File: src/rtl/register_bank_sb.sv
// Parametrised 2R/1W register bank with write-to-read bypass,
// optional hardwired zero register and a per-register pending scoreboard.
module register_bank_sb #(
    parameter int DATA_W   = 32,
    parameter int ADDR_W   = 4,
    parameter int ZERO_REG = 0,
    parameter int BYPASS   = 1,
    parameter int CNT_W    = 5
) (
    input  logic              clk,
    input  logic              rst_n,
    input  logic              wr_en,
    input  logic [ADDR_W-1:0] dest,
    input  logic [DATA_W-1:0] Din,
    input  logic [ADDR_W-1:0] srcadd1,
    input  logic [ADDR_W-1:0] srcadd2,
    output logic [DATA_W-1:0] src1,
    output logic [DATA_W-1:0] src2,
    input  logic              rsv_en,
    input  logic [ADDR_W-1:0] rsv_addr,
    output logic              src1_busy,
    output logic              src2_busy,
    output logic [CNT_W-1:0]  pending_cnt
);

    localparam int NREG = 2**ADDR_W;

    logic [DATA_W-1:0] r_mem [NREG];
    logic [NREG-1:0]   r_pend;
    logic [CNT_W-1:0]  r_cnt;

    logic              w_wr;
    logic              w_rsv;
    logic              w_set;
    logic              w_clr;
    logic [NREG-1:0]   w_pend_nxt;
    logic [ADDR_W-1:0] w_sa  [2];
    logic [DATA_W-1:0] w_rd  [2];
    logic              w_bsy [2];

    assign w_wr  = wr_en  && !(ZERO_REG != 0 && dest == '0);
    assign w_rsv = rsv_en && !(ZERO_REG != 0 && rsv_addr == '0);

    // a reserve to the written register wins, so that bit never clears
    assign w_set = w_rsv && !r_pend[rsv_addr];
    assign w_clr = w_wr && r_pend[dest] && !(w_rsv && rsv_addr == dest);

    always_comb begin
        w_pend_nxt = r_pend;
        if (w_wr)
            w_pend_nxt[dest] = 1'b0;
        if (w_rsv)
            w_pend_nxt[rsv_addr] = 1'b1;
    end

    always_ff @(posedge clk or negedge rst_n) begin
        if (!rst_n) begin
            for (int i = 0; i < NREG; i++)
                r_mem[i] <= '0;
            r_pend <= '0;
            r_cnt  <= '0;
        end else begin
            if (w_wr)
                r_mem[dest] <= Din;
            r_pend <= w_pend_nxt;
            r_cnt  <= r_cnt + CNT_W'(w_set) - CNT_W'(w_clr);
        end
    end

    assign w_sa[0] = srcadd1;
    assign w_sa[1] = srcadd2;

    always_comb begin
        for (int p = 0; p < 2; p++) begin
            w_rd[p]  = r_mem[w_sa[p]];
            w_bsy[p] = r_pend[w_sa[p]];
            if (BYPASS != 0 && wr_en && dest == w_sa[p]) begin
                w_rd[p]  = Din;
                w_bsy[p] = rsv_en && rsv_addr == w_sa[p];
            end
            if ((ZERO_REG != 0 && w_sa[p] == '0) || !rst_n) begin
                w_rd[p]  = '0;
                w_bsy[p] = 1'b0;
            end
        end
    end

    assign src1        = w_rd[0];
    assign src2        = w_rd[1];
    assign src1_busy   = w_bsy[0];
    assign src2_busy   = w_bsy[1];
    assign pending_cnt = r_cnt;

endmodule
File: config.mk
export PLATFORM = sky130hd
export DESIGN_NAME = register_bank_sb
export DESIGN_NICKNAME = d
export VERILOG_FILES = /design/src/rtl/register_bank_sb.sv
export SDC_FILE = /design/constraint.sdc
export NUM_CORES = 1
export LEC_CHECK = 0
export CAP_MARGIN = 20
export CORE_ASPECT_RATIO = 1.25
export CORE_MARGIN = 2
export CORE_UTILIZATION = 55
export CTS_CLUSTER_DIAMETER = 100
export CTS_CLUSTER_SIZE = 10
export DETAILED_ROUTE_END_ITERATION = 10
export PLACE_DENSITY = 0.76
export REMOVE_ABC_BUFFERS = 1
export SETUP_SLACK_MARGIN = 0.3
export SYNTH_ARGS = -nofsm -noshare
export SYNTH_HDL_FRONTEND = slang
export SYNTH_SLANG_ARGS = --single-unit
File: constraint.sdc
create_clock -name clk -period 4.9 [get_ports clk]
set_clock_uncertainty 0.1 [all_clocks]
set_input_delay 0.98 -clock clk [delete_from_list [all_inputs] [get_ports clk]]
set_output_delay 0.98 -clock clk [all_outputs]
set_load 0.02 [all_outputs]
==> flow_summary_export.csv, run 1 <==
group,metric,value,unit
sta,grt_setup_unrepaired,"yes",
routing,routedWlPerCell,30.4,microns
pwr,power.internal,9.81,mW
routing,detail_route.iter0.violations,1689,
routing,remaining_number_of_nets_flagged_by_the_antenna_check_after_routing,0,
sta,time_the_final_worst_path_needs_with_i_o_delays_and_setup,4.49,ns
pwr,power.switching_fraction,28.1,%
layout,num_antenna_cells,0,
worst_setup_path,cp-end-kind,"primary output",
routing,met1Wirelength,30300,microns
routing,routed.top_layer,"met4",
yosys,syn-instance-count,1908,
clock_tree,clock_tree.htree_level_count,2,
die,rows,94,
yosys,synth_seq_area_share,46.1,%
pwr,max-vdd-ir-drop,269,uV
global_routing,grt_pass1_wl,123000,microns
pwr,comb_power_share,26.2,%
routing,wl_met3,5420,microns
layout,mostFrequentLayoutCell,"dfrtp_1",
pwr,switchingPower,3.84,mW
status,run_status,"finished clean",
worst_setup_path,crit_type,"in2out",
clock_tree,tritoncts_buffers,59,
sta,timing.setup.tns,0,ns
layout,num-fill-cells,3679,
die,design.portCount,123,
clock_tree,cts_max_path_buffers,3,
clock_tree,clk_sink_count,533,
layout,multi_input_area,14700,sq um
die,die_width,209,microns
worst_setup_path,worstPathBufferInverterCount,4,
placed_design,place_congestion,0.908,
worst_setup_path,cp.arrival,3.41,ns
sta,hold_viol,0,
yosys,synth.cell_area,29000,sq um
sta,slew-limit-headroom,28.3,%
layout,drive_above_1_share,48.9,%
yosys,synth-seq-cells,533,
die,core_area,52300,sq um
placed_design,post-place-cells,2581,
sta,maxSlewViolCount,0,
hold_path,hold_class,"in2async",
worst_setup_path,critPathTopFamily,"buffers and inverters",
die,floorplan.initialDensity,55.3,%
global_routing,grt.total_usage,30.1,%
pwr,power_density,416,nW/um^2
sta,worst_margin_slew,1.08,ns
routing,route.vias.total,18800,
clock_tree,clk_latency,0.63,ns
yosys,post_synth.cell_area_avg,15.2,sq um
clock_tree,cts_hold_repair.buffers,0,
die,die_height,261,microns
layout,post-route-cell-area,32800,sq um
clock_tree,cts_root_buffer,"clkbuf_16",
routing,drc,0,
placed_design,place_area,31200,sq um
routing,route.final.wire_length,80500,microns
worst_setup_path,cp_data_required_time,3.82,ns
worst_setup_path,timing.reg2reg.setup_slack,1.67,ns
global_routing,maximum_number_of_pins_on_one_net_before_global_route_repair,196,
layout,ff_latch_area,13300,sq um
layout,final-instance-count-excl-fill,2648,
pwr,fraction_of_power_consumed_by_the_clock_network,28.1,%
run,max_cap_violations,0,
clock_tree,clk_transition_reported_paths,0.05,ns
layout,number_of_nets_in_the_layout,2032,
sta,report.final.setup_viol,0,
global_routing,global_route.overflow_total,0,
placed_design,place.detailed.hpwl,46500,microns
global_routing,grt_pass1_vias,20100,
sta,period_share,91.6,%
routing,detailedRoute.firstPassIterationCount,5,
worst_setup_path,critPathMaxStageDelay,0.61,ns
sta,maxClockFrequency,0.223,GHz
worst_setup_path,worstSetupStartpointType,"input port",
layout,syn2layout_area_growth,13.3,%
global_routing,antenna_violations_before_repair,0,
yosys,synthDistinctLibCells,37,
yosys,yosys_warning_count,0,
clock_tree,cts_tree,"done",
worst_setup_path,timing.critical_path.fanout_max,12,
pwr,power_frac_seq,45.7,%
worst_setup_path,crit_chain,"clkdlybuf4s50_1 > buf_4 > and2_2 > buf_4 > a22oi_1 > nand2_1 > a22o_1 > clkdlybuf4s50_1",
placed_design,port-buffer-count,122,
routing,met2RoutedLength,41300,microns
pwr,leakage,13.6,nW
routing,vias_per_cell,7.10,
worst_setup_path,crit_path_top_delay_cell,"clkdlybuf4s50_1",
layout,final_cell_mix,"dfrtp_1, mux2_2, mux4_2",
die,die_area,54500,sq um
==> flip-flops by register name, summed over array words and instances (netlist names) <==
name	cells
r_mem	512
pending_cnt	5
r_pend	16
==> cells in the mapped netlist <==
master,count,area (sq um)
fa_1,1,20.0
o31ai_1,2,15.0
nand3_1,3,15.0
xnor2_1,6,52.6
nor3b_1,2,15.0
buf_6,17,191
and2_1,2,12.5
a22o_1,66,578
clkbuf_1,92,345
and3_1,3,18.8
nor3_1,1,5.00
nand2_1,73,274
mux4_1,3,78.8
o32ai_1,1,8.76
buf_2,90,450
nand3b_1,2,15.0
xor2_1,18,158
nor2_1,12,45.0
nand2b_1,6,37.5
inv_1,8,30.0
buf_1,3,11.3
buf_4,1,7.51
nor2b_1,5,31.3
a21oi_1,2,10.0
mux2_2,512,5770
a22oi_1,128,961
o21ai_0,18,90.1
nor4_1,4,25.0
nand3b_4,2,40.0
a21o_1,2,15.0
a32o_1,4,40.0
mux2i_1,6,60.1
ha_1,5,62.6
dfrtp_1,533,13300
mux4_2,271,6100
or3_1,2,12.5
a21boi_1,2,15.0
==> cells by family (layout without fill, tap and decap cells) <==
group                      count (synthesis)  count (layout)  share of synthesized area, %
DFF                                      533             533                          46.1
and+or+nand+nor                          117             117                          1.89
adders and majority gates                  6               6                         0.285
buffers and inverters                    211             279                          3.58
muxes                                    792             792                          41.5
AOI/OAI and AO/OA                        225             225                          5.99
xor gates and xnor gates                  24              24                         0.726
==> worst paths after layout <==
path | start | to | cells past startpoint
worst max-delay path | srcadd2[2] | src2[2] | 8
worst min-delay path | rst_n | pending_cnt[3]$_DFF_PN0_ | 1
worst max register to register | r_pend[8]$_DFF_PN0_ | pending_cnt[4]$_DFF_PN0_ | 10
worst min register to register | pending_cnt[0]$_DFF_PN0_ | pending_cnt[0]$_DFF_PN0_ | 1
max in group asynchronous | rst_n | r_mem[511]$_DFFE_PN0P_ | 3
min in group clk | pending_cnt[0]$_DFF_PN0_ | pending_cnt[0]$_DFF_PN0_ | 1
==> power by group through the flow <==
stage	clock [mW]	combinational, mW	sequential (mW)
after detailed placement	0	3.56	6.26
after floorplan	0	2.50	6.02
after global routing	4.07	3.82	6.36
final	3.84	3.58	6.24
after global placement	0	3.45	6.13
after CTS	3.87	3.59	6.20
==> worst register-to-register path, cell delays in order (launching register included) <==
cell and delay [ns]:
dfrtp_1 0.46, mux4_1 0.51, mux4_2 0.46, and3_1 0.19
ha_1 0.27, inv_1 0.04, ha_1 0.20, fa_1 0.43
a21o_1 0.20, a21oi_1 0.18, xnor2_1 0.14
==> routing by layer <==
layer  up-vias  track usage [%]
li1       7559                -
met4         0             13.2
met1     10200             38.0
met3       246             5.28
met5         -                0
met2       846             51.5
==> per-stage QoR <==
stage	hold WS, ns	setup slack (ns)	power [mW]	utilization [%]
floorplan	0.391	1.01	8.51	-
global placement	0.395	0.302	9.58	59.6
detailed placement	0.402	0.283	9.83	59.6
CTS	0.0321	0.380	13.7	62.6
global route	0.0331	0.295	14.2	62.7
finish	0.0445	0.412	13.7	62.7
==> layout make-up <==
cell class	count	area share, %
Tap cell	672	2.56
Multi-Input combinational cell	1164	44.9
Sequential cell	533	40.6
Clock buffer	62	4.66
Clock inverter	1	0.0267
Inverter	8	0.0915
Timing Repair Buffer	208	7.09
==> timing repair <==
item | in CTS | in global routing
hold endpoints to repair | 0 | 0
endpoints found under the setup margin | 31 | 5
gates resized for setup | 0 | 4
pin swaps | 2 | 0
buffers inserted | 3 | 0
gates cloned | 0 | 0
No activity file was read; power rests on OpenSTA's default activity.
==> run 2: changes to the inputs <==
--- a/config.mk
+++ b/config.mk
@@ -18,3 +18,4 @@
 export SYNTH_ARGS = -nofsm -noshare
 export SYNTH_HDL_FRONTEND = slang
 export SYNTH_SLANG_ARGS = --single-unit
+export TNS_END_PERCENT = 30
==> run 2 against run 1 <==
Effect of this change:
- first-iteration DRC count increased by 1.8%
- combinational power about the same
- clock-buffer cell count did not move
- non-clock buffer count is the same
- largest cell class unchanged
==> flow_summary_export.csv, run 2 (synthesized netlist as in run 1, its figures left out) <==
group,metric,value,unit
hold_path,hold_class,"in2async",
placed_design,place_area,31200,sq um
layout,post-route-cell-area,32800,sq um
sta,hold_viol,0,
sta,final_critical_path_setup_slack,0.414,ns
global_routing,global_route.overflow_total,0,
worst_setup_path,cp-end-kind,"primary output",
worst_setup_path,cp_data_required_time,3.82,ns
pwr,max-vdd-ir-drop,269,uV
clock_tree,cts_max_path_buffers,3,
sta,slew-limit-headroom,27.7,%
global_routing,maximum_number_of_pins_on_one_net_before_global_route_repair,196,
clock_tree,clk_latency,0.63,ns
placed_design,place_congestion,0.908,
clock_tree,clk_transition_reported_paths,0.06,ns
layout,syn2layout_area_growth,13.3,%
pwr,comb_power_share,26.2,%
routing,drc,0,
sta,maxClockFrequency,0.223,GHz
global_routing,grt_pass1_vias,20100,
die,floorplan.initialDensity,55.3,%
worst_setup_path,timing.critical_path.fanout_max,33,
worst_setup_path,crit_path_start,"dest[2]",
global_routing,grt.total_usage,30.1,%
pwr,leakage,13.5,nW
layout,drive_above_1_share,48.9,%
routing,vias_per_cell,7.09,
run,max_cap_violations,0,
worst_setup_path,cp.arrival,3.41,ns
layout,final_cell_mix,"dfrtp_1, mux2_2, mux4_2",
layout,final-instance-count-excl-fill,2648,
layout,largest_register_ff_count,512,
placed_design,place.detailed.hpwl,46500,microns
layout,max_flop_register,"r_mem",
clock_tree,clock_tree.htree_level_count,2,
clock_tree,cts_root_buffer,"clkbuf_16",
pwr,power.switching_fraction,28.1,%
layout,mostFrequentLayoutCell,"dfrtp_1",
layout,number_of_nets_in_the_layout,2032,
worst_setup_path,crit_type,"in2out",
clock_tree,tritoncts_buffers,59,
worst_setup_path,worstReg2RegStart,"r_pend[8]$_DFF_PN0_",
routing,detail_route.iter0.violations,1719,
clock_tree,clk_sink_count,533,
sta,grt_setup_unrepaired,"yes",
die,die_height,261,microns
die,rows,94,
sta,time_the_final_worst_path_needs_with_i_o_delays_and_setup,4.49,ns
sta,timing.setup.tns,0,ns
sta,report.final.setup_viol,0,
sta,maxSlewViolCount,0,
placed_design,port-buffer-count,122,
clock_tree,cts_tree,"done",
routing,route.vias.total,18800,
global_routing,antenna_violations_before_repair,0,
placed_design,post-place-cells,2581,
pwr,fraction_of_power_consumed_by_the_clock_network,28.1,%
global_routing,grt_pass1_wl,123000,microns
clock_tree,cts_hold_repair.buffers,0,
die,core_area,52300,sq um
pwr,power.internal,9.81,mW
pwr,power_frac_seq,45.7,%
status,run_status,"finished clean",
pwr,power_density,416,nW/um^2
pwr,finalPower,13.7,mW
routing,detailedRoute.firstPassIterationCount,5,
worst_setup_path,worstSetupStartpointType,"input port",
routing,route.final.wire_length,80400,microns
sta,worst_margin_slew,1.08,ns
placed_design,pre_cts_ws,0.283,ns
die,design.portCount,123,
routing,routedWlPerCell,30.4,microns
pwr,switchingPower,3.84,mW
layout,num_antenna_cells,0,
layout,fin_util,62.7,%
sta,period_share,91.6,%
die,die_width,209,microns
routing,remaining_number_of_nets_flagged_by_the_antenna_check_after_routing,0,
die,die_area,54500,sq um
sta,finalHoldWorstSlack,0.0473,ns
[run 2: cell count changes in the layout (fill, tap and decap cells not counted), sizes merged]
cell / change
clkdlybuf4s50: +3
dlymetal6s2s: -3
[run 2: critical path: stages]
cell,delay (ns)
clkdlybuf4s50_1,0.47
xor2_1,0.17
nor4_1,0.28
buf_4,0.17
and3_2,0.20
buf_12,0.24
a22o_1,0.25
clkdlybuf4s50_1,0.62
[run 2: cell type report]
type | count | area, sq um
Multi-Input combinational cell | 1164 | 14700
Inverter | 8 | 30.0
Timing Repair Buffer | 208 | 2320
Clock buffer | 62 | 1530
Sequential cell | 533 | 13300
Tap cell | 672 | 841
Clock inverter | 1 | 8.76
Fill cell | 3678 | 19500
[run 2: path summary, 6_finish.rpt]
path	depth (start not counted)	end	slack, ns
worst max-delay path	8	src2[6]	0.41
worst min-delay path	1	pending_cnt[3]$_DFF_PN0_	0.05
worst max register to register	10	pending_cnt[4]$_DFF_PN0_	1.67
worst min register to register	1	pending_cnt[0]$_DFF_PN0_	0.41
max in group asynchronous	3	r_mem[511]$_DFFE_PN0P_	2.46
min in group clk	1	pending_cnt[0]$_DFF_PN0_	0.41
[run 2: repair_timing]
action / 4_1_cts / 5_1_grt
setup endpoints to repair: 31 / 5
gates resized for setup: 0 / 1
buffers inserted: 3 / 0
pin swaps: 2 / 0
gates cloned: 0 / 0
[run 2: power groups by stage]
stage	Sequential [mW]	Combinational [mW]	Clock [mW]
floorplan	6.02	2.50	0
global placement	6.13	3.45	0
detailed placement	6.26	3.56	0
CTS	6.20	3.59	3.87
global route	6.36	3.82	4.07
finish	6.24	3.58	3.84
[run 2: routing by layer]
| layer | vias up | track usage, % | part of all wire, % |
|---|---|---|---|
| met2 | 824 | 51.5 | 51 |
| met4 | 0 | 13.2 | 4.2 |
| met3 | 238 | 5.28 | 6.8 |
| met1 | 10100 | 38.0 | 38 |
| li1 | 7555 | - | - |
| met5 | - | 0 | 0 |
==> run 3: changes to the inputs <==
==> constraint.sdc (replaced) <==
create_clock -name clk -period 5.2 [get_ports clk]
set_clock_uncertainty 0.1 [all_clocks]
set_input_delay 1.04 -clock clk [delete_from_list [all_inputs] [get_ports clk]]
set_output_delay 1.04 -clock clk [all_outputs]
set_load 0.02 [all_outputs]
==> run 3 against run 2 <==
Effect of this change:
- clock power is 6.3% lower
- sequential share of layout area rose by 0.16 points
- global-route usage is 0.36 points lower
- final cell count shrank 0.45%
- clock-buffer cell count decreased by 3
- worst hold slack gained 0.078 ns
- register-to-register slack improved by 0.31 ns
- core utilization decreased by 0.24 points
- combinational power is 6.4% lower
- total power decreased by 6.1%
- critical path type unchanged
==> flow_summary_export.csv, run 3 (synthesized netlist as in run 1, its figures left out) <==
group,metric,value,unit
layout,post-route-cell-area,32700,sq um
routing,routedWlPerCell,30.4,microns
global_routing,maximum_number_of_pins_on_one_net_before_global_route_repair,192,
routing,detailedRoute.firstPassIterationCount,5,
sta,maxSlewViolCount,0,
die,design.portCount,123,
routing,vias_per_cell,7.08,
pwr,comb_power_share,26.1,%
sta,slew-limit-headroom,27.4,%
die,die_area,54500,sq um
pwr,fraction_of_power_consumed_by_the_clock_network,28.1,%
worst_setup_path,cp.arrival,3.61,ns
pwr,power.internal,9.19,mW
sta,maxClockFrequency,0.211,GHz
die,floorplan.initialDensity,55.3,%
sta,period_share,91.3,%
worst_setup_path,worstSetupStartpointType,"input port",
routing,remaining_number_of_nets_flagged_by_the_antenna_check_after_routing,0,
placed_design,place_area,31100,sq um
routing,detail_route.iter0.violations,1485,
clock_tree,clock_tree.htree_level_count,2,
pwr,power_density,392,nW/um^2
clock_tree,cts_max_path_buffers,3,
global_routing,global_route.overflow_total,0,
pwr,power.switching_fraction,28.3,%
routing,route.vias.total,18700,
die,die_width,209,microns
layout,drive_above_1_share,48.6,%
sta,timing.setup.tns,0,ns
global_routing,grt_pass1_wl,122000,microns
clock_tree,clk_latency,0.61,ns
layout,max_flop_register,"r_mem",
layout,largest_register_ff_count,512,
worst_setup_path,crit_path_start,"dest[2]",
worst_setup_path,cp_data_required_time,4.06,ns
clock_tree,cts_hold_repair.buffers,0,
placed_design,post-place-cells,2570,
clock_tree,cts_tree,"done",
placed_design,port-buffer-count,122,
layout,final_cell_mix,"dfrtp_1, mux2_2, mux4_2",
clock_tree,postCtsResizedCells,0,
sta,worst_margin_slew,1.09,ns
global_routing,grt_pass1_vias,19800,
worst_setup_path,crit_type,"in2out",
die,core_area,52300,sq um
sta,grt_setup_unrepaired,"no",
die,rows,94,
pwr,power_frac_seq,45.8,%
global_routing,antenna_violations_before_repair,0,
clock_tree,clk_transition_reported_paths,0.07,ns
pwr,switchingPower,3.63,mW
sta,hold_viol,0,
layout,final-instance-count-excl-fill,2636,
die,die_height,261,microns
run,max_cap_violations,0,
pwr,leakage,13.4,nW
sta,report.final.setup_viol,0,
layout,syn2layout_area_growth,12.9,%
placed_design,place.detailed.hpwl,45100,microns
clock_tree,clk_sink_count,533,
worst_setup_path,timing.critical_path.fanout_max,33,
sta,time_the_final_worst_path_needs_with_i_o_delays_and_setup,4.75,ns
worst_setup_path,worstReg2RegStart,"r_pend[4]$_DFF_PN0_",
placed_design,place_congestion,0.873,
pwr,max-vdd-ir-drop,318,uV
status,run_status,"finished clean",
routing,route.final.wire_length,80100,microns
layout,number_of_nets_in_the_layout,2020,
clock_tree,cts_root_buffer,"clkbuf_16",
clock_tree,tritoncts_buffers,59,
hold_path,hold_class,"in2async",
global_routing,grt.total_usage,29.7,%
layout,num_antenna_cells,0,
pwr,finalPower,12.8,mW
routing,drc,0,
layout,mostFrequentLayoutCell,"dfrtp_1",
worst_setup_path,cp-end-kind,"primary output",
==> run 3: power groups by stage <==
stage	clock [mW]	sequential [mW]	combinational [mW]
3_3_place_gp	0	5.76	3.23
5_1_grt	3.81	5.98	3.57
6_report	3.60	5.87	3.35
3_5_place_dp	0	5.90	3.34
2_1_floorplan	0	5.67	2.35
4_1_cts	3.65	5.84	3.37
==> run 3: metal layers <==
layer | vias to the layer above | part of all wire [%] | track usage, %
met5 | - | 0 | 0
met4 | 0 | 3.9 | 11.6
met3 | 197 | 6.1 | 4.32
met2 | 807 | 51 | 51.2
met1 | 10100 | 39 | 38.4
li1 | 7544 | - | -
==> run 3: area by class of cell <==
class	count	area [sq um]
clock inverters	4	61.3
repair buffers	195	2180
well taps	672	841
multi-input cells	1165	14800
fillers	3732	19700
clock buffers	59	1480
inverters	8	30.0
flip-flops and latches	533	13300
==> run 3: through the flow <==
stage	hold WS, ns	utilization (%)	worst slack (ns)
6_report	0.125	62.4	0.454
2_1_floorplan	0.391	-	1.19
3_3_place_gp	0.386	59.4	0.304
4_1_cts	0.105	62.4	0.341
5_1_grt	0.108	62.4	0.329
3_5_place_dp	0.393	59.4	0.223
==> run 3: repair_timing <==
action                                  in CTS  in global routing
cloned                                       1                  0
pin swaps                                    1                  1
endpoints found under the setup margin      13                 11
setup buffers                                0                  1
==> run 3: final timing paths <==
| path | to | slack, ns | cells after the start |
|---|---|---|---|
| min in group clk | pending_cnt[0]$_DFF_PN0_ | 0.41 | 1 |
| worst max-delay path | src1[29] | 0.45 | 9 |
| worst min-delay path | r_pend[9]$_DFF_PN0_ | 0.13 | 1 |
| worst min register to register | pending_cnt[0]$_DFF_PN0_ | 0.41 | 1 |
| max in group asynchronous | r_mem[401]$_DFFE_PN0P_ | 1.89 | 4 |
| worst max register to register | pending_cnt[4]$_DFF_PN0_ | 1.98 | 10 |
==> run 3: worst max-delay path, stage by stage <==
cell             delay, ns
clkdlybuf4s50_1       0.45
buf_4                 0.20
xor2_1                0.16
nor4_1                0.30
buf_4                 0.18
and3_2                0.20
buf_12                0.23
a22o_1                0.19
clkdlybuf4s50_1       0.61
